**src/rtl/reg_wb_queue_if.sv**
```systemverilog
// Register-file writeback bus: in-order source A, handshaked source B, and the
// registered write port that feeds the 32x32 register file.
interface reg_wb_queue_if #(
   parameter int DATA_W = 32
);
   logic              a_valid;
   logic [4:0]        a_reg;
   logic [DATA_W-1:0] a_data;
   logic              b_valid;
   logic              b_ready;
   logic [4:0]        b_reg;
   logic [DATA_W-1:0] b_data;
   logic              RegWrite;
   logic [4:0]        write_reg;
   logic [DATA_W-1:0] write_data;

   modport master (
      output a_valid, a_reg, a_data, b_valid, b_reg, b_data,
      input  b_ready, RegWrite, write_reg, write_data
   );

   modport slave (
      input  a_valid, a_reg, a_data, b_valid, b_reg, b_data,
      output b_ready, RegWrite, write_reg, write_data
   );
endinterface

```
**src/rtl/reg_wb_queue.sv**
```systemverilog
// Writeback front-end: merges priority source A and FIFO-buffered source B onto
// the register file's single write port, filters r0 writes, exposes a busy scoreboard.
module reg_wb_queue #(
   parameter int DEPTH  = 4,
   parameter int DATA_W = 32,
   parameter int CNT_W  = 8
) (
   input  logic                     clk,
   input  logic                     rst_n,
   reg_wb_queue_if.slave            bus,
   input  logic [4:0]               chk_reg_1,
   input  logic [4:0]               chk_reg_2,
   output logic                     chk_busy_1,
   output logic                     chk_busy_2,
   output logic [$clog2(DEPTH):0]   fifo_level,
   output logic [CNT_W-1:0]         drop_count
);
   localparam int AW = $clog2(DEPTH);

   logic [4:0]        q_reg  [DEPTH];
   logic [DATA_W-1:0] q_data [DEPTH];
   logic [AW-1:0]     rd_ptr;
   logic [AW-1:0]     wr_ptr;
   logic [AW:0]       level;

   logic              out_we;
   logic [4:0]        out_reg;
   logic [DATA_W-1:0] out_data;
   logic [CNT_W-1:0]  drops;

   logic              b_fire;
   logic              push;
   logic              pop;
   logic              a_issue;
   logic              a_drop;
   logic              b_drop;
   logic [CNT_W:0]    drop_sum;
   logic [CNT_W-1:0]  drop_next;
   logic [DEPTH-1:0]  entry_valid;
   logic [DEPTH-1:0]  hit_1;
   logic [DEPTH-1:0]  hit_2;

   // No pop credit in ready: a full FIFO always stalls B for a cycle.
   assign bus.b_ready = rst_n && (level < (AW+1)'(DEPTH));
   assign b_fire      = bus.b_valid && bus.b_ready;
   assign push        = b_fire && (bus.b_reg != 5'd0);
   assign b_drop      = b_fire && (bus.b_reg == 5'd0);
   assign a_issue     = bus.a_valid && (bus.a_reg != 5'd0);
   assign a_drop      = bus.a_valid && (bus.a_reg == 5'd0);
   assign pop         = !a_issue && (level != '0);

   assign drop_sum  = {1'b0, drops} + (CNT_W+1)'(a_drop) + (CNT_W+1)'(b_drop);
   assign drop_next = drop_sum[CNT_W] ? {CNT_W{1'b1}} : drop_sum[CNT_W-1:0];

   generate
      for (genvar gi = 0; gi < DEPTH; gi++) begin : g_entry
         logic [AW-1:0] offset;
         // Slot is occupied when its distance from the head is below the level.
         assign offset          = AW'(gi) - rd_ptr;
         assign entry_valid[gi] = ({1'b0, offset} < level);
         assign hit_1[gi]       = entry_valid[gi] && (q_reg[gi] == chk_reg_1);
         assign hit_2[gi]       = entry_valid[gi] && (q_reg[gi] == chk_reg_2);
      end
   endgenerate

   assign chk_busy_1 = (chk_reg_1 != 5'd0) &&
                       ((|hit_1) || (out_we && (out_reg == chk_reg_1)));
   assign chk_busy_2 = (chk_reg_2 != 5'd0) &&
                       ((|hit_2) || (out_we && (out_reg == chk_reg_2)));

   always_ff @(posedge clk) begin
      if (push) begin
         q_reg[wr_ptr]  <= bus.b_reg;
         q_data[wr_ptr] <= bus.b_data;
      end
   end

   always_ff @(posedge clk) begin
      if (!rst_n) begin
         rd_ptr   <= '0;
         wr_ptr   <= '0;
         level    <= '0;
         out_we   <= 1'b0;
         out_reg  <= 5'd0;
         out_data <= '0;
         drops    <= '0;
      end else begin
         if (push) wr_ptr <= wr_ptr + AW'(1);
         if (pop)  rd_ptr <= rd_ptr + AW'(1);
         case ({push, pop})
            2'b10:   level <= level + (AW+1)'(1);
            2'b01:   level <= level - (AW+1)'(1);
            default: level <= level;
         endcase
         out_we <= a_issue || pop;
         if (a_issue) begin
            out_reg  <= bus.a_reg;
            out_data <= bus.a_data;
         end else if (pop) begin
            out_reg  <= q_reg[rd_ptr];
            out_data <= q_data[rd_ptr];
         end
         drops <= drop_next;
      end
   end

   assign bus.RegWrite   = out_we;
   assign bus.write_reg  = out_reg;
   assign bus.write_data = out_data;
   assign fifo_level     = level;
   assign drop_count     = drops;
endmodule

```
**src/flat_wrapper.sv**
```systemverilog
// flat-port wrapper written by rule: the top's interface ports become plain ports
module reg_wb_queue_flat 
#(
   parameter int DEPTH  = 4,
   parameter int DATA_W = 32,
   parameter int CNT_W  = 8
)
  (clk, rst_n, chk_reg_1, chk_reg_2, chk_busy_1, chk_busy_2, fifo_level, drop_count, bus_a_valid, bus_a_reg, bus_a_data, bus_b_valid, bus_b_reg, bus_b_data, bus_b_ready, bus_RegWrite, bus_write_reg, bus_write_data);
  reg_wb_queue_if #(.DATA_W(DATA_W)) bus_i ();
  input  logic clk;
  input  logic rst_n;
  input  logic [4:0] chk_reg_1;
  input  logic [4:0] chk_reg_2;
  output logic chk_busy_1;
  output logic chk_busy_2;
  output logic [$clog2(DEPTH):0] fifo_level;
  output logic [CNT_W-1:0] drop_count;
  input wire logic [$bits(bus_i.a_valid)-1:0] bus_a_valid;
  input wire logic [$bits(bus_i.a_reg)-1:0] bus_a_reg;
  input wire logic [$bits(bus_i.a_data)-1:0] bus_a_data;
  input wire logic [$bits(bus_i.b_valid)-1:0] bus_b_valid;
  input wire logic [$bits(bus_i.b_reg)-1:0] bus_b_reg;
  input wire logic [$bits(bus_i.b_data)-1:0] bus_b_data;
  output wire logic [$bits(bus_i.b_ready)-1:0] bus_b_ready;
  output wire logic [$bits(bus_i.RegWrite)-1:0] bus_RegWrite;
  output wire logic [$bits(bus_i.write_reg)-1:0] bus_write_reg;
  output wire logic [$bits(bus_i.write_data)-1:0] bus_write_data;
  assign bus_i.a_valid = bus_a_valid;
  assign bus_i.a_reg = bus_a_reg;
  assign bus_i.a_data = bus_a_data;
  assign bus_i.b_valid = bus_b_valid;
  assign bus_i.b_reg = bus_b_reg;
  assign bus_i.b_data = bus_b_data;
  assign bus_b_ready = bus_i.b_ready;
  assign bus_RegWrite = bus_i.RegWrite;
  assign bus_write_reg = bus_i.write_reg;
  assign bus_write_data = bus_i.write_data;
  reg_wb_queue #(.DEPTH(DEPTH), .DATA_W(DATA_W), .CNT_W(CNT_W)) u_core (.clk(clk), .rst_n(rst_n), .bus(bus_i), .chk_reg_1(chk_reg_1), .chk_reg_2(chk_reg_2), .chk_busy_1(chk_busy_1), .chk_busy_2(chk_busy_2), .fifo_level(fifo_level), .drop_count(drop_count));
endmodule
```
**config.mk**
```make
export PLATFORM = sky130hd
export DESIGN_NAME = reg_wb_queue_flat
export DESIGN_NICKNAME = d
export VERILOG_FILES = /design/src/rtl/reg_wb_queue_if.sv /design/src/rtl/reg_wb_queue.sv /design/src/flat_wrapper.sv
export SDC_FILE = /design/constraint.sdc
export NUM_CORES = 1
export LEC_CHECK = 0
export CAP_MARGIN = 20
export CELL_PAD_IN_SITES_DETAIL_PLACEMENT = 1
export CELL_PAD_IN_SITES_GLOBAL_PLACEMENT = 1
export CORE_MARGIN = 4
export CORE_UTILIZATION = 45
export CTS_BUF_LIST = sky130_fd_sc_hd__clkbuf_4 sky130_fd_sc_hd__clkbuf_8 sky130_fd_sc_hd__clkbuf_16
export CTS_CLUSTER_DIAMETER = 100
export DETAILED_ROUTE_END_ITERATION = 10
export PLACE_DENSITY_LB_ADDON = 0.1
export SETUP_SLACK_MARGIN = 0.15
export SLEW_MARGIN = 10
export SYNTH_ARGS = -nofsm -noshare
export SYNTH_HDL_FRONTEND = slang
export SYNTH_SLANG_ARGS = --single-unit
export TNS_END_PERCENT = 20
```
**constraint.sdc**
```tcl
create_clock -name clk -period 2.9 [get_ports clk]
set_input_delay 0.29 -clock clk [delete_from_list [all_inputs] [get_ports clk]]
set_output_delay 0.29 -clock clk [all_outputs]
set_load 0.005 [all_outputs]
```
# After elaboration in Yosys (flattened, before gate mapping)
# Memory sizes are Yosys's and may differ from the RTL's. A register that Yosys moved wholly into a read port is not among the register bits.
# Cells that the tools add are included.
dict set report totals {
  register_bits 53
  input_bits 88
  elab_cells 82
  memories 2
  ram_bits 148
  output_inout_bits 52
}
# memory words width read_ports rd_clocked_by_memory_dff wr line
set memory_table {}
lappend memory_table {u_core.q_data 4 32 1 1 1 reg_wb_queue.sv:21} ;# logic [DATA_W-1:0] q_data [DEPTH];
lappend memory_table {u_core.q_reg 4 5 5 1 1 reg_wb_queue.sv:20} ;# logic [4:0] q_reg [DEPTH];
dict set report classes {
  muxes 12
  add_sub_neg 10
  reduce_logical 34
  magnitude_cmp 5
  n_eq_ne 12
}
# op n
set op_table {}
lappend op_table {{$mux 32} 2}
lappend op_table {{$eq 5x5->1} 10}
lappend op_table {{$reduce_bool 5->1} 4}
lappend op_table {{$logic_and 1x1->1} 19}
lappend op_table {{$lt 2x3->1} 4}
lappend op_table {{$logic_not 5->1} 2}
lappend op_table {{$mux 5} 2}
lappend op_table {{$add 8x1->9} 1}
lappend op_table {{$add 9x1->9} 1}
lappend op_table {{$mux 2} 4}
lappend op_table {{$mux 8} 1}
lappend op_table {{$reduce_or 4->1} 2}
lappend op_table {{$pmux 3 s2} 1}
lappend op_table {{$add 2x1->2 const B} 2}
lappend op_table {{$reduce_bool 2->1} 2}
lappend op_table {{$sub 1x2->2 const A} 2}
lappend op_table {{$sub 2x2->2 const A} 2}
lappend op_table {{$add 3x1->3 const B} 1}
lappend op_table {{$logic_or 1x1->1} 3}
lappend op_table {{$lt 3x3->1 const B} 1}
lappend op_table {{$reduce_bool 3->1} 1}
lappend op_table {{$sub 3x1->3 const B} 1}
lappend op_table {{$eq 2x1->1 const B} 1}
lappend op_table {{$eq 2x2->1 const B} 1}
lappend op_table {{other kinds (2)} 3}

# Logic depth before layout (Yosys ltp)
# Gate-level depths: netlist of run 1.
dict set report depth {
  ltp_word 6
  ltp_mapped 11
}

# Worst setup path after synthesis of run 1
# Ideal clock, no wire load.
dict set report synth_path {
  path_kind {in2reg}
  startpoint {in bus_b_reg[0]}
  endpoint {reg u_core.drops[4], in the netlist u_core.drop_count[4]}
  setup_slack_ns 0.372
  arrival_time_ns 2.469
  stages 10
  path_buffers 1
  setup_ns 0.059
  cell_sequence {or4_1 nor2_1 nand3_1 fa_1 and2b_1 and4_1 clkbuf_1 nand4_1 o21ai_0 and2_1}
}
dict set report synth_via {
  elab_chain_cells 4
}
# element line
set synth_lines {}
lappend synth_lines {{start, declared} flat_wrapper.sv:22} ;# input wire logic [$bits(bus_i.b_reg)-1:0] bus_b_reg;
lappend synth_lines {{$logic_not 5->1} reg_wb_queue.sv:47} ;# assign b_drop = b_fire && (bus.b_reg == 5'd0);
lappend synth_lines {{$logic_and 1x1->1} reg_wb_queue.sv:47}
lappend synth_lines {{$add 9x1->9} reg_wb_queue.sv:52} ;# assign drop_sum = {1'b0, drops} + (CNT_W+1)'(a_drop) + (CNT_W+1)'(b_drop);
lappend synth_lines {{$mux 8} reg_wb_queue.sv:53} ;# assign drop_next = drop_sum[CNT_W] ? {CNT_W{1'b1}} : drop_sum[CNT_W-1:0];
lappend synth_lines {{end signal, assigned} reg_wb_queue.sv:103} ;# drops <= drop_next;
lappend synth_lines {{end, declared} reg_wb_queue.sv:29} ;# logic [CNT_W-1:0] drops;
# No other way between the ends.
# A chain may end at the register's enable or synchronous reset.

# Final worst setup path of run 1
dict set report layout_path {
  startpoint {in bus_b_reg[0]}
  endpoint {reg u_core.drops[0], in the netlist u_core.drop_count[0]}
}
# The elaborated chain is that of the path after synthesis.

==> flow_summary.yaml, run 1 <==
status:
  status: "complete, no violations"
global_route:
  grt_max_degree: 74
  grt_overflow: 0
  grt_first_pass_wirelength_mm: 33.7
  grt_pass1_vias: 5982
  antenna_found_initial: 1
  grt.total_usage: 0.200
sta:
  finalMaxSlewViolations: 0
  fin_skew_ps: 10.3
  finalSetupViolCount: 0
  min_period_ps: 2700
  holdWs_ps: 419
  fmax_ghz: 0.370
  fin_crit_sh: 0.932
  finalHoldViolations: 0
  max_slew_margin: 0.467
  fin_setup_tns_ps: 0
  worst_slew_pin_slew_ps: 800
  rsz0062_at_grt: "yes"
synthesis:
  synth.top_cell.area_share: 0.509
  yosysTopAreaCell: "edfxtp_1"
  ys_ff_latch: 203
  synth.avg_cell_area_sq_um: 15.8
  syn-cell-area_sq_mm: 0.00873
  ys_warn_count: 0
  syn_inst: 553
  yosysSeqAreaShare: 0.635
  syn-num-nets: 652
  yosys-top-cells-area: "edfxtp_1, dfxtp_1, mux4_2"
  synth_cell_types: 42
cts:
  cts.root.buffer_cell: "clkbuf_16"
  ctsLongestPathBuffers: 3
  cts_tree: "done"
  htree_levels: 1
  cts_hold_buf: 0
  clock-sinks: 203
  clk_latency_ps: 490
  clkTransAtPathRegs_ps: 60
  numCtsBuffers: 23
worst_setup_path:
  worstSetupPathType: "primary input to flip-flop"
  arrival_ps: 3100
  path_buf_inv: 1
  r2r_slack_ps: 470
  r2r_start: "u_core.fifo_level[2]$_SDFFE_PN0P_"
  cp-start-kind: "primary input"
  path_delay_family: "simple AND/OR/NAND/NOR gates"
  crit_fanout: 6
  end_kind: "flip-flop"
  r2r_end: "u_core.drop_count[0]$_SDFF_PN0_"
  path_cells: "clkdlybuf4s50_1 -> or4_1 -> nor2_1 -> nand3_1 -> fa_1 -> and2b_1 -> and4_1 -> nand4_1 -> a21boi_0"
  critical_path_required_ps: 3290
  ff2ff_path_depth: 7
  cp_slowest_cell: "or4_1"
  slowest_delay_ps: 530
pwr:
  sequentialPowerShare: 0.398
  p_leak_nw: 4.31
  clkPwrFrac: 0.338
  p_total_w: 0.00907
  comb_power_share: 0.264
  vdd_drop_max_mv: 0.516
  power.density_mw_per_mm2: 797
  switching_share: 0.269
  p_int_w: 0.00663
  p_switching_w: 0.00244
cells_and_area:
  largest_reg_flops: 128
  nets: 808
  n_antenna_cell: 0
  area_growth_syn_to_layout_pct: 30.3
  drive_above_1_share: 0.179
  stdcell_count: 985
  layout.cells.most_common: "edfxtp_1"
  layout_common_cells: "edfxtp_1, clkdlybuf4s50_1, dfxtp_1"
  fill_cells: 1786
worst_hold_path:
  holdPathStages: 2
  hold_path_end: "u_core.bus.write_data[22]$_SDFFE_PN0P_"
  min-delay-path-class: "primary input to flip-flop"
  worstHoldStart: "bus_a_data[22]"
route:
  ant_nets: 0
  wl_mm: 21.7
  drcViolationCount: 0
  wl_per_cell_um: 22.0
  drtIter0Drc: 262
  dr.pass1.iters: 4
  vias: 5332
  vias_per_cell: 5.41
floorplanning:
  coreArea_sq_mm: 0.0189
  dieHeight_um: 147
  rows: 50
  start_util: 0.462
  dieArea_sq_mm: 0.0217
  die_w_um: 147
  ioPinCount: 140
placed_design:
  hpwl_mm: 14.0
  place.gp.congestion: 0.906
  dp.cells: 942
  io_buffers: 139
flow_run:
  cap_viol_max_count: 0
## synth_stat cells, drive strengths merged
cell / instances
and4: 1
mux4: 37
xor2: 39
o211a: 34
nor3: 7
mux2i: 35
or4: 4
or3: 1
nor2b: 9
nor2: 5
nor3b: 1
o211ai: 2
clkbuf: 17
edfxtp: 148
buf: 20
nand3b: 1
and2: 9
o21ai: 6
and4b: 1
a22oi: 3
nand2b: 1
inv: 10
nor4: 4
mux2: 3
nand2: 38
nand4: 7
nand3: 5
o22a: 2
dfxtp: 55
and2b: 2
a21oi: 3
a31oi: 3
a21boi: 8
fa: 2
xnor2: 21
ha: 9
## final cells by class
class	count	area (sq um)	area share
inverter	10	37.5	0.00330
sequential	203	5560	0.489
clock inverter	11	166	0.0146
multi-input combinational	303	2990	0.263
tap	260	325	0.0286
clock buffer	30	653	0.0574
timing repair buffer	168	1640	0.144
## cell families (layout without fill, tap and decap cells)
| kind of cell | count (synthesis) | in the layout | share of synthesized area |
|---|---|---|---|
| multiplexers | 75 | 75 | 0.139 |
| adder cells (fa/ha/maj) | 11 | 11 | 0.0175 |
| flip-flops | 203 | 203 | 0.635 |
| AND/OR/NAND/NOR | 96 | 96 | 0.0581 |
| XOR/XNOR | 60 | 60 | 0.0602 |
| buffers and inverters | 47 | 219 | 0.0295 |
| AO/OA/AOI/OAI | 61 | 61 | 0.0599 |
## per-stage QoR
| step | setup WS (ps) | utilization | area (sq um) |
|---|---|---|---|
| 2_1_floorplan | 372 | - | 8730 |
| 3_3_place_gp | -132 | 0.555 | 10500 |
| 3_5_place_dp | -214 | 0.555 | 10500 |
| 4_1_cts | 14.1 | 0.599 | 11300 |
| 5_1_grt | 49.7 | 0.602 | 11400 |
| 6_report | 197 | 0.602 | 11400 |
## power groups by stage
stage	registers (W)	clock network, W	logic, W
3_5_place_dp	0.00366	0	0.00229
2_1_floorplan	0.00352	0	0.00162
3_3_place_gp	0.00365	0	0.00221
5_1_grt	0.00365	0.00330	0.00260
6_report	0.00361	0.00307	0.00239
4_1_cts	0.00361	0.00315	0.00234
## metal layers
metal  up-vias  wire (um)  track usage
met5         -         12            0
li1       2420          -            -
met2       148      11100        0.353
met4         2        529       0.0634
met1      2721       9030        0.250
met3        41        976       0.0355
## what timing repair did
action / in CTS / in global routing
setup buffers: 0 / 2
endpoints found under the setup margin: 2 / 8
gates resized for setup: 8 / 9
pin swaps: 4 / 6
hold endpoints to repair: 0 / 0
## how the worst max path moves through the flow
stage / start / endpoint / cells past startpoint
finish: bus_b_reg[0] / u_core.drop_count[0]$_SDFF_PN0_ / 9
global route: bus_b_reg[0] / u_core.drop_count[0]$_SDFF_PN0_ / 9
CTS: u_core.rd_ptr[0]$_SDFFE_PN0P_ / chk_busy_1 / 8
detailed placement: bus_b_reg[0] / u_core.drop_count[5]$_SDFF_PN0_ / 9
global placement: bus_b_reg[0] / u_core.drop_count[4]$_SDFF_PN0_ / 10
floorplan: bus_b_reg[0] / u_core.drop_count[4]$_SDFF_PN0_ / 10
Power figures use the tool's default switching activity.
==> inputs of run 2 (changes only) <==
- HOLD_SLACK_MARGIN: unset -> 0.1
- PLACE_DENSITY: unset -> 0.89
- PLACE_DENSITY_LB_ADDON: 0.1 -> unset
==> run 2 against run 1 <==
Die area unchanged. Via count down 0.60%. Combinational power about the same. Non-clock buffer count down 3. First-iteration DRC count up 12%. Critical path depth up 1. Critical endpoint is now chk_busy_2.
==> flow_summary.yaml, run 2 (synthesized netlist as in run 1, its figures left out) <==
route:
  vias: 5300
  vias_per_cell: 5.40
  drcViolationCount: 0
  wl_mm: 22.4
  wl_per_cell_um: 22.9
  drtIter0Drc: 294
  ant_nets: 0
  dr.pass1.iters: 4
worst_setup_path:
  end_kind: "primary output"
  arrival_ps: 2310
  critical_path_required_ps: 2610
  timing.critical_path.mode_cell: "buf_4"
  path_cells: "inv_1 -> ha_1 -> a21boi_0 -> o21ai_1 -> buf_4 -> nand3_1 -> nor4_2 -> buf_4 -> o22a_1 -> clkbuf_2"
  worstSetupPathType: "flip-flop to primary output"
  cp_slowest_cell: "dfxtp_2"
  crit_fanout: 4
  cp-start-kind: "flip-flop"
  path_buf_inv: 4
  path_delay_family: "buffers and inverters"
  slowest_delay_ps: 370
cells_and_area:
  largest_reg_flops: 128
  multi_input_area_sq_mm: 0.00295
  layout_common_cells: "edfxtp_1, clkdlybuf4s50_1, dfxtp_1"
  stdcell_count: 981
  layout.cells.most_common: "edfxtp_1"
  nets: 804
  n_antenna_cell: 0
  drive_above_1_share: 0.169
  regArea_sq_mm: 0.00555
  fill_cells: 1779
  area_growth_syn_to_layout_pct: 28.8
cts:
  clock-sinks: 203
  numCtsBuffers: 22
  cts_tree: "done"
  clkTransAtPathRegs_ps: 60
  ctsLongestPathBuffers: 3
  htree_levels: 1
  postCtsSetupRepairBufs: 0
  cts.root.buffer_cell: "clkbuf_16"
  clk_latency_ps: 500
sta:
  worst_slew_pin_slew_ps: 811
  finalHoldViolations: 0
  min_period_ps: 2600
  fmax_ghz: 0.385
  fin_crit_sh: 0.896
  rsz0062_at_grt: "yes"
  finalSetupViolCount: 0
  finalMaxSlewViolations: 0
  max_slew_margin: 0.460
  fin_skew_ps: 6.52
placed_design:
  hpwl_mm: 15.0
  place.gp.congestion: 0.845
  io_buffers: 139
  dp.cells: 941
pwr:
  p_total_w: 0.00874
  power.density_mw_per_mm2: 777
  vdd_drop_max_mv: 0.506
  p_leak_nw: 4.24
worst_hold_path:
  min-delay-path-class: "primary input to flip-flop"
floorplanning:
  start_util: 0.462
  dieArea_sq_mm: 0.0217
  die_w_um: 147
  dieHeight_um: 147
  coreArea_sq_mm: 0.0189
  rows: 50
  ioPinCount: 140
global_route:
  grt_max_degree: 74
  grt_first_pass_wirelength_mm: 35.2
  grt.total_usage: 0.209
  grt_pass1_vias: 6130
  antenna_found_initial: 0
  grt_overflow: 0
flow_run:
  cap_viol_max_count: 0
status:
  status: "complete, no violations"
-- run 2: cell count changes in the layout (fill, tap and decap cells not counted), sizes merged --
| cell | change |
|---|---|
| buf | -3 |
| bufinv | -2 |
| clkdlybuf4s50 | -1 |
| clkinvlp | +2 |
-- run 2: final timing paths --
path,start,to,slack (ps),cells past startpoint
setup / recovery,u_core.rd_ptr[1]$_SDFFE_PN0P_,chk_busy_2,300,10
hold / removal,bus_b_reg[0],u_core.q_reg[3][0]$_DFFE_PP_,180,1
setup reg to reg,u_core.fifo_level[2]$_SDFFE_PN0P_,u_core.drop_count[4]$_SDFF_PN0_,600,8
hold reg to reg,u_core.drop_count[7]$_SDFF_PN0_,u_core.drop_count[7]$_SDFF_PN0_,590,2
-- run 2: area by class of cell --
cell class	count	area share
Multi-Input combinational cell	303	0.263
Inverter	10	0.00334
Clock inverter	11	0.00968
Sequential cell	203	0.494
Clock buffer	29	0.0552
Tap cell	260	0.0289
Timing Repair Buffer	165	0.146
-- run 2: report_power, final --
| group | total (W) | switching, W | leakage, nW | internal, W |
|---|---|---|---|---|
| registers | 0.00356 | 0.000211 | 1.80 | 0.00335 |
| clock network | 0.00278 | 0.00109 | 0.365 | 0.00169 |
| logic | 0.00240 | 0.00110 | 2.08 | 0.00130 |
| total | 0.00874 | 0.00240 | 4.24 | 0.00634 |
-- run 2: per-stage QoR --
step                hold slack [ps]  setup slack (ps)  setup TNS (ps)  utilization  area [sq um]
floorplan                       389               372               0            -          8730
global placement                529              -129            -641        0.556         10500
detailed placement              564              -282           -1930        0.556         10500
CTS                             400              45.4               0        0.595         11200
global route                    168               115               0        0.595         11200
finish                          180               301               0        0.595         11200
-- run 2: worst register-to-register path, stage by stage (launching register included) --
cell and delay [ps]:
dfxtp_1 420, nor2b_1 290, nand3_1 140, fa_1 410, and2b_1 230, and4_1 230
nand4_1 240, o21ai_0 150, and2_1 140
-- run 2: timing repair --
action / CTS / global route
hold buffers: 0 / 0
pin swaps: 4 / 3
resized for setup: 9 / 5
gates cloned: 0 / 0
endpoints found under the setup margin: 2 / 8
-- run 2: metal layers --
layer / vias up / track usage / wire [um]
li1: 2410 / - / -
met1: 2692 / 0.250 / 8820
met2: 163 / 0.378 / 11700
met3: 35 / 0.0484 / 1490
met4: 0 / 0.0564 / 432
met5: - / 0 / 0
